===== src/rtl/interrupt_controller_if.sv =====
// Bus bundle between the interrupt controller, the MMU register bus and the CPU core.
// The master modport belongs to the CPU/MMU side. The slave modport belongs to the controller.
interface interrupt_controller_if #(
  parameter int NUM_IRQ = 5
);
  logic [15:0]        A_mmu;
  logic [7:0]         Di_mmu;
  logic [7:0]         Do_mmu;
  logic               wr_mmu;
  logic               rd_mmu;
  logic               cs_mmu;
  logic [NUM_IRQ-1:0] irq_in;
  logic               ime_set;
  logic               ime_clr;
  logic               int_req;
  logic [15:0]        int_vector;
  logic               int_ack;
  logic               wake;

  modport master (
    output A_mmu, Di_mmu, wr_mmu, rd_mmu, cs_mmu, irq_in, ime_set, ime_clr, int_ack,
    input  Do_mmu, int_req, int_vector, wake
  );

  modport slave (
    input  A_mmu, Di_mmu, wr_mmu, rd_mmu, cs_mmu, irq_in, ime_set, ime_clr, int_ack,
    output Do_mmu, int_req, int_vector, wake
  );
endinterface


===== src/rtl/interrupt_controller.sv =====
// Holds IF/IE/IME and latches rising edges on the peripheral IRQ lines.
// Runs the dispatch handshake with the CPU, with source 0 highest priority, and drives the HALT wake line.
module interrupt_controller #(
  parameter int          NUM_IRQ       = 5,
  parameter logic [15:0] VECTOR_BASE   = 16'h0040,
  parameter logic [15:0] VECTOR_STRIDE = 16'd8
) (
  input logic                   clock,
  input logic                   reset,
  interrupt_controller_if.slave bus
);

  localparam int          SEL_W   = (NUM_IRQ > 1) ? $clog2(NUM_IRQ) : 1;
  localparam logic [1:0]  ST_IDLE = 2'd0;
  localparam logic [1:0]  ST_REQ  = 2'd1;
  localparam logic [1:0]  ST_ACKW = 2'd2;
  localparam logic [15:0] ADDR_IF = 16'hFF0F;
  localparam logic [15:0] ADDR_IE = 16'hFFFF;

  logic [NUM_IRQ-1:0] irq_q_r;
  logic [NUM_IRQ-1:0] if_r;
  logic [NUM_IRQ-1:0] ie_r;
  logic               ime_r;
  logic [1:0]         state_r;
  logic               int_req_r;
  logic [15:0]        int_vector_r;

  logic [NUM_IRQ-1:0] rise_s;
  logic [NUM_IRQ-1:0] pending_s;
  logic [NUM_IRQ-1:0] ack_clr_s;
  logic [NUM_IRQ-1:0] if_next_s;
  logic               ime_next_s;
  logic               if_wr_s;
  logic               ie_wr_s;
  logic               accept_s;
  logic [SEL_W-1:0]   sel_s;
  logic [15:0]        vec_s;
  logic [7:0]         rd_data_s;
  logic               unused_di_s;

  assign rise_s      = bus.irq_in & ~irq_q_r;
  assign pending_s   = if_r & ie_r;
  assign if_wr_s     = bus.cs_mmu & bus.wr_mmu & (bus.A_mmu == ADDR_IF);
  assign ie_wr_s     = bus.cs_mmu & bus.wr_mmu & (bus.A_mmu == ADDR_IE);
  assign accept_s    = (state_r == ST_REQ) & bus.int_ack;
  assign unused_di_s = ^bus.Di_mmu[7:NUM_IRQ];

  // Priority encoder: the lowest pending index wins.
  always_comb begin
    sel_s = '0;
    for (int i = NUM_IRQ - 1; i >= 0; i--) begin
      if (pending_s[i]) begin
        sel_s = SEL_W'(i);
      end else begin
        sel_s = sel_s;
      end
    end
  end

  // Vector for the current winner. Zero when nothing is pending, which covers a cancelled dispatch.
  always_comb begin
    if (|pending_s) begin
      vec_s = VECTOR_BASE + (16'(sel_s) * VECTOR_STRIDE);
    end else begin
      vec_s = 16'h0000;
    end
  end

  // One-hot clear of the bit accepted by the CPU.
  always_comb begin
    ack_clr_s = '0;
    if (accept_s && (|pending_s)) begin
      ack_clr_s[sel_s] = 1'b1;
    end else begin
      ack_clr_s = '0;
    end
  end

  // IF next state: an MMU write loads first, then the ack clear applies. New edges OR in last so they are never lost.
  always_comb begin
    if (if_wr_s) begin
      if_next_s = (bus.Di_mmu[NUM_IRQ-1:0] & ~ack_clr_s) | rise_s;
    end else begin
      if_next_s = (if_r & ~ack_clr_s) | rise_s;
    end
  end

  // IME next state: accept and DI take precedence over EI/RETI.
  always_comb begin
    if (accept_s || bus.ime_clr) begin
      ime_next_s = 1'b0;
    end else if (bus.ime_set) begin
      ime_next_s = 1'b1;
    end else begin
      ime_next_s = ime_r;
    end
  end

  // Register read mux. Unused IF bits read as 1 and unused IE bits read as 0.
  always_comb begin
    rd_data_s = 8'h00;
    if (bus.cs_mmu && bus.rd_mmu) begin
      case (bus.A_mmu)
        ADDR_IF: begin
          rd_data_s                = 8'hFF;
          rd_data_s[NUM_IRQ-1:0]   = if_r;
        end
        ADDR_IE: begin
          rd_data_s                = 8'h00;
          rd_data_s[NUM_IRQ-1:0]   = ie_r;
        end
        default: rd_data_s = 8'h00;
      endcase
    end else begin
      rd_data_s = 8'h00;
    end
  end

  // Interrupt registers and edge-detect history.
  always_ff @(posedge clock or posedge reset) begin
    if (reset) begin
      irq_q_r <= '0;
      if_r    <= '0;
      ie_r    <= '0;
      ime_r   <= 1'b0;
    end else begin
      irq_q_r <= bus.irq_in;
      if_r    <= if_next_s;
      ime_r   <= ime_next_s;
      if (ie_wr_s) begin
        ie_r <= bus.Di_mmu[NUM_IRQ-1:0];
      end else begin
        ie_r <= ie_r;
      end
    end
  end

  // Dispatch FSM. Once raised, a request runs to the ack even if IME drops.
  always_ff @(posedge clock or posedge reset) begin
    if (reset) begin
      state_r      <= ST_IDLE;
      int_req_r    <= 1'b0;
      int_vector_r <= 16'h0000;
    end else begin
      case (state_r)
        ST_IDLE: begin
          if (ime_r && (|pending_s)) begin
            state_r      <= ST_REQ;
            int_req_r    <= 1'b1;
            int_vector_r <= vec_s;
          end else begin
            int_req_r    <= 1'b0;
          end
        end
        ST_REQ: begin
          int_vector_r <= vec_s;
          if (bus.int_ack) begin
            state_r   <= ST_ACKW;
            int_req_r <= 1'b0;
          end else begin
            int_req_r <= 1'b1;
          end
        end
        ST_ACKW: begin
          int_req_r <= 1'b0;
          if (!bus.int_ack) begin
            state_r <= ST_IDLE;
          end else begin
            state_r <= ST_ACKW;
          end
        end
        default: begin
          state_r   <= ST_IDLE;
          int_req_r <= 1'b0;
        end
      endcase
    end
  end

  assign bus.Do_mmu     = rd_data_s;
  assign bus.int_req    = int_req_r;
  assign bus.int_vector = int_vector_r;
  assign bus.wake       = |pending_s;

endmodule


===== src/flat_wrapper.sv =====
// flat-port wrapper written by rule: the top's interface ports become plain ports
module interrupt_controller_flat 
#(
  parameter int          NUM_IRQ       = 5,
  parameter logic [15:0] VECTOR_BASE   = 16'h0040,
  parameter logic [15:0] VECTOR_STRIDE = 16'd8
)
  (clock, reset, bus_A_mmu, bus_Di_mmu, bus_wr_mmu, bus_rd_mmu, bus_cs_mmu, bus_irq_in, bus_ime_set, bus_ime_clr, bus_int_ack, bus_Do_mmu, bus_int_req, bus_int_vector, bus_wake);
  interrupt_controller_if #(.NUM_IRQ(NUM_IRQ)) bus_i ();
  input logic clock;
  input logic reset;
  input wire logic [$bits(bus_i.A_mmu)-1:0] bus_A_mmu;
  input wire logic [$bits(bus_i.Di_mmu)-1:0] bus_Di_mmu;
  input wire logic [$bits(bus_i.wr_mmu)-1:0] bus_wr_mmu;
  input wire logic [$bits(bus_i.rd_mmu)-1:0] bus_rd_mmu;
  input wire logic [$bits(bus_i.cs_mmu)-1:0] bus_cs_mmu;
  input wire logic [$bits(bus_i.irq_in)-1:0] bus_irq_in;
  input wire logic [$bits(bus_i.ime_set)-1:0] bus_ime_set;
  input wire logic [$bits(bus_i.ime_clr)-1:0] bus_ime_clr;
  input wire logic [$bits(bus_i.int_ack)-1:0] bus_int_ack;
  output wire logic [$bits(bus_i.Do_mmu)-1:0] bus_Do_mmu;
  output wire logic [$bits(bus_i.int_req)-1:0] bus_int_req;
  output wire logic [$bits(bus_i.int_vector)-1:0] bus_int_vector;
  output wire logic [$bits(bus_i.wake)-1:0] bus_wake;
  assign bus_i.A_mmu = bus_A_mmu;
  assign bus_i.Di_mmu = bus_Di_mmu;
  assign bus_i.wr_mmu = bus_wr_mmu;
  assign bus_i.rd_mmu = bus_rd_mmu;
  assign bus_i.cs_mmu = bus_cs_mmu;
  assign bus_i.irq_in = bus_irq_in;
  assign bus_i.ime_set = bus_ime_set;
  assign bus_i.ime_clr = bus_ime_clr;
  assign bus_i.int_ack = bus_int_ack;
  assign bus_Do_mmu = bus_i.Do_mmu;
  assign bus_int_req = bus_i.int_req;
  assign bus_int_vector = bus_i.int_vector;
  assign bus_wake = bus_i.wake;
  interrupt_controller #(.NUM_IRQ(NUM_IRQ), .VECTOR_BASE(VECTOR_BASE), .VECTOR_STRIDE(VECTOR_STRIDE)) u_core (.clock(clock), .reset(reset), .bus(bus_i));
endmodule

===== config.mk =====
export PLATFORM = sky130hd
export DESIGN_NAME = interrupt_controller_flat
export DESIGN_NICKNAME = d
export VERILOG_FILES = /design/src/rtl/interrupt_controller_if.sv /design/src/rtl/interrupt_controller.sv /design/src/flat_wrapper.sv
export SDC_FILE = /design/constraint.sdc
export NUM_CORES = 1
export LEC_CHECK = 0
export CORE_UTILIZATION = 45
export CTS_BUF_LIST = sky130_fd_sc_hd__clkbuf_16
export CTS_CLUSTER_DIAMETER = 200
export DETAILED_ROUTE_END_ITERATION = 6
export DONT_BUFFER_PORTS = 1
export SLEW_MARGIN = 20
export SYNTH_ARGS = -nofsm -noshare
export SYNTH_HDL_FRONTEND = slang
export SYNTH_SLANG_ARGS = --single-unit
export TNS_END_PERCENT = 1

===== constraint.sdc =====
create_clock -name clock -period 3 [get_ports clock]
set_input_delay 0.6 -clock clock [delete_from_list [all_inputs] [get_ports clock]]
set_output_delay 0.6 -clock clock [all_outputs]
set_load 0.05 [all_outputs]

# --- After elaboration in Yosys (flattened, before gate mapping) ---
# Cells that the tools add are included.
totals:
  romBits: 0
  n_memories: 0
  register_bits: 35
  latch_bits: 0
  mem_bits_rw: 0
  output_inout_bits: 26
op_classes:
  n_eq_ne: 6
  muxes: 23
  n_addsub: 1
  n_reduce_logical: 11
  mul: 0
  shift: 0
  n_div: 0
  n_bitwise: 12
  order_cmp: 2
op_table:
  columns: ["cell", "n"]
  rows:
  - ["equality test 16 bit (second input constant)", 2]
  - ["2-to-1 mux 16 bit", 2]
  - ["case mux 16 bit (2 select lines)", 1]
  - ["bitwise AND 5 bit", 4]
  - ["case mux 8 bit (2 select lines)", 1]
  - ["2-to-1 mux 3 bit", 5]
  - ["2-to-1 mux 5 bit", 2]
  - ["inverter 5 bit", 2]
  - ["OR 5 bit", 2]
  - ["adder 7 x 6 -> 8 bit (first input constant)", 1]
  - ["2-to-1 mux 8 bit", 1]
  - ["2-to-1 mux 2 bit", 3]
  - ["case mux 2 bit (3 select lines)", 1]
  - ["2-to-1 mux 1 bit", 5]
  - ["OR reduction 5 bit", 1]
  - ["bitwise AND 1 bit", 4]
  - ["logical AND 1 bit", 4]
  - ["< comparator 3 x 4 -> 1 bit (second input constant)", 1]
  - ["AND reduction 2 bit", 2]
  - ["nonzero test 2 bit", 2]
  - ["demux 1 bit (select 3 bit)", 1]
  - [">= comparator 3 x 1 -> 1 bit (second input constant)", 1]
  - ["equality test 2 x 1 -> 1 bit (second input constant)", 1]
  - ["equality test 2 bit (second input constant)", 1]
  - ["other kinds (5)", 5]

# --- Logic depth before layout (Yosys ltp) ---
depth:
  word_depth: 15
  ltp_mapped: 5
  mapped_depth_nobuf: 5

# --- Worst setup path before layout ---
# Ideal clock, no wire load.
synth_path:
  path_kind: "in2out"
  from: "input port bus_A_mmu[5]"
  to: "output port bus_Do_mmu[4]"
  t_arrival_ns: 2.093
  path_buffers: 1
  setup_slack_ns: 0.307
  required_time_ns: 2.400
  stages: 5
  cell_sequence: "or4_1 -> nor3_2 -> and3_1 -> buf_6 -> a22o_1"
synth_between:
  elab_chain_len: 3
synth_lines:
  columns: ["element", "line", "source"]
  rows:
  - ["start: declaration", "flat_wrapper.sv:12", "input wire logic [$bits(bus_i.A_mmu)-1:0] bus_A_mmu;"]
  - ["equality test 16 bit", "interrupt_controller.sv:103", "case (bus.A_mmu)"]
  - ["case mux 8 bit (2 select lines) (*)", "interrupt_controller.sv:103", null]
  - ["2-to-1 mux 8 bit (*)", "interrupt_controller.sv:102", "if (bus.cs_mmu && bus.rd_mmu) begin"]
  - ["end: declaration", "flat_wrapper.sv:21", "output wire logic [$bits(bus_i.Do_mmu)-1:0] bus_Do_mmu;"]
# Every way passes the cells marked *; elsewhere a longest branch is shown, timed or not.

# --- Worst setup path after layout ---
layout_path:
  from: "input port bus_A_mmu[5]"
  to: "output port bus_Do_mmu[5]"
# The elaborated chain is that of the path after synthesis.

==> impl_metrics.tcl <==
set metrics [dict create \
    rsz0062_at_grt "no" \
    ff2ff_path_depth 5 \
    whs_endpoint "u_core.irq_q_r[4]$_DFF_PP0_" \
    hold_path_startpoint "bus_irq_in[4]" \
    root_buffer "clkbuf_16" \
    final_nets 165 \
    max_cap_violations 0 \
    port_buffers 0 \
    syn_avg_cell_area_sq_um 9.99 \
    fp.dieW_um 53.8 \
    drt_iter0_markers 7 \
    drtAntennaViolNets 0 \
    cts.sinks 23 \
    cts_tree "built" \
    grt_pass1_vias 845 \
    synth_top_family_by_area "simple AND/OR/NAND/NOR gates" \
    wl_um 2280 \
    leakagePower_nw 0.648 \
    whs_path_depth 0 \
    vias 867 \
    final.period_utilization_pct 86.8 \
    skew_ns 0.00445 \
    synth-xor-area-share_pct 0 \
    n_antenna_cell 0 \
    io_pins 63 \
    hold_violations 0 \
    crit_type "in2out" \
    die_area_sq_um 2900 \
    wl_per_cell_um 14.5 \
    synth_area_leader_cell "dfrtp_1" \
    synth_most_common_cell "dfrtp_1" \
    die_h_um 53.8 \
    max-vdd-ir-drop_uv 343 \
    clk_latency_ns 0.26 \
    powerDensity_nw_per_um2 477 \
    dp.cells 153 \
    setup_slack_ns 0.395 \
    synth_cells 121 \
    critical_path.endpoint_type "output pin" \
    track_usage_pct 17.9 \
    final_cells 157 \
    tightest_slew_ns 0.852 \
    gp_congestion 0.726 \
    tns_ns 0 \
    async_flop_share_pct 100 \
    cts_setup_buffers 0 \
    synth.area.top_cells "dfrtp_1, buf_4, mux2i_1, mux2_2, a22o_2" \
    grt_max_degree 24 \
    synth.ff_latch_count 23 \
    drive_gt1_share_pct 18.9 \
    grt_pass1_wl_um 3550 \
    synthMuxAreaShare_pct 9.63 \
    hold_class "in2reg" \
    arrival_ns 2.01 \
    slew_headroom_pct 43.2 \
    cts_resized 0 \
    status "finished, final reports clean" \
    clk_pin_slew_ns 0.06 \
    hold_ws_ns 0.369 \
    numCtsBuffers 3 \
    fillCellCount 221 \
    cp.required_ns 2.40 \
    dr.pass1.iters 4 \
    netlist_top_cells_count "dfrtp_1, buf_4, inv_1, nand2_1, nor2_1" \
    critPathLaunchType "input pin" \
    fmax_mhz 384 \
    dp_hpwl_um 1830 \
    seq_area_frac_synth_pct 47.6 \
    r2r_end "u_core.bus.int_vector[4]$_DFFE_PP0P_" \
    start_util_pct 48.3 \
    ys_warn_count 0 \
    period_minus_slack_ns 2.61 \
    yosys.area_share.simple_pct 16.5 \
    postCtsHoldBufs 0 \
    slew_viol_final 0 \
    ys_types 29 \
    htree_num_levels 1 \
    synth-compound-area-share_pct 13.3 \
    num_rows 18 \
    critPathMaxFanout 6 \
    r2r_start "u_core.if_r[3]$_DFF_PP0_" \
    vias_per_cell 5.52 \
    place_ws_ns 0.386 \
    synth.top_cell.area_share_pct 47.6 \
    drc 0 \
    gr-total-overflow 0 \
    setup_violations 0 \
    yosys_most_used_dff "dfrtp_1" \
    netlist_area_sq_um 1210 \
    antenna_found_initial 0 \
    syn2layout_area_growth_pct 12.5 \
    cts_buffer_depth 2 \
    synth_edf_count 0 \
    synth-adder-area-share_pct 0 \
    r2r_slack_ns 0.88 \
    core_sq_um 2500 \
]
logic make-up after synthesis:
family                 count (synthesis)
and+or+nand+nor                       39
DFF                                   23
AOI/OAI and AO/OA                     22
muxes                                 11
other                                  1
buffers and inverters                 25
critical path, cell delays in order:
cell	delay [ns]
or4_1	0.53
nor3_2	0.18
and3_2	0.29
buf_4	0.41
worst max path at each step:
stage / start / endpoint / slack, ns
final: bus_A_mmu[5] / bus_Do_mmu[5] / 0.39
after global routing: bus_A_mmu[5] / bus_Do_mmu[7] / 0.35
after CTS: bus_A_mmu[5] / bus_Do_mmu[5] / 0.38
after detailed placement: bus_A_mmu[5] / bus_Do_mmu[5] / 0.39
after global placement: bus_A_mmu[5] / bus_Do_mmu[7] / 0.41
after floorplan: bus_A_mmu[5] / bus_Do_mmu[4] / 0.31
per-layer routing:
layer | part of all wire, % | routed length, um | track usage (%)
met1 | 39 | 896 | 20.9
met3 | 8.6 | 196 | 4.52
met4 | 2.2 | 50 | 9.21
met2 | 50 | 1140 | 30.0
met5 | 0 | 0 | 0
area by class of cell:
| class | count | area [sq um] | area share [%] |
|---|---|---|---|
| Inverter | 10 | 37.5 | 2.76 |
| Clock inverter | 1 | 5.00 | 0.368 |
| Timing Repair Buffer | 6 | 108 | 7.91 |
| Clock buffer | 3 | 75.1 | 5.52 |
| Tap cell | 30 | 37.5 | 2.76 |
| Sequential cell | 23 | 576 | 42.3 |
| Multi-Input combinational cell | 84 | 522 | 38.4 |
power by group:
part / internal (W) / switching [W]
Sequential: 0.000315 / 0.00000283
Clock: 0.000179 / 0.000105
Combinational: 0.00000333 / 0.0000433
layout by cell type, fill, tap and decap left out, types with 3 or more instances in the layout:
cell type,synthesis,routed
nand3_1,3,3
a21oi_1,4,4
inv_1,10,10
mux2_2,5,5
dfrtp_1,23,23
mux2i_1,6,6
o22ai_1,5,5
nor3_1,3,3
nand4_1,4,4
buf_12,0,5
a22o_2,4,4
clkbuf_16,0,3
nor2_1,8,8
conb_1,1,12
nand2_1,10,10
state kept, by name (all words and copies together) (netlist names):
name	count
u_core.bus.int_req	1
u_core.state_r	2
u_core.ime_r	1
u_core.ie_r	5
u_core.irq_q_r	5
u_core.if_r	5
u_core.bus.int_vector	4
metrics by stage:
step | total power, W | util, % | cell area, sq um
after floorplan | 0.000379 | - | 1250
after global placement | 0.000370 | 51.2 | 1280
after detailed placement | 0.000370 | 51.2 | 1280
after CTS | 0.000656 | 54.4 | 1360
after global routing | 0.000675 | 54.4 | 1360
final | 0.000649 | 54.4 | 1360
No activity file was read; power rests on OpenSTA's default activity.
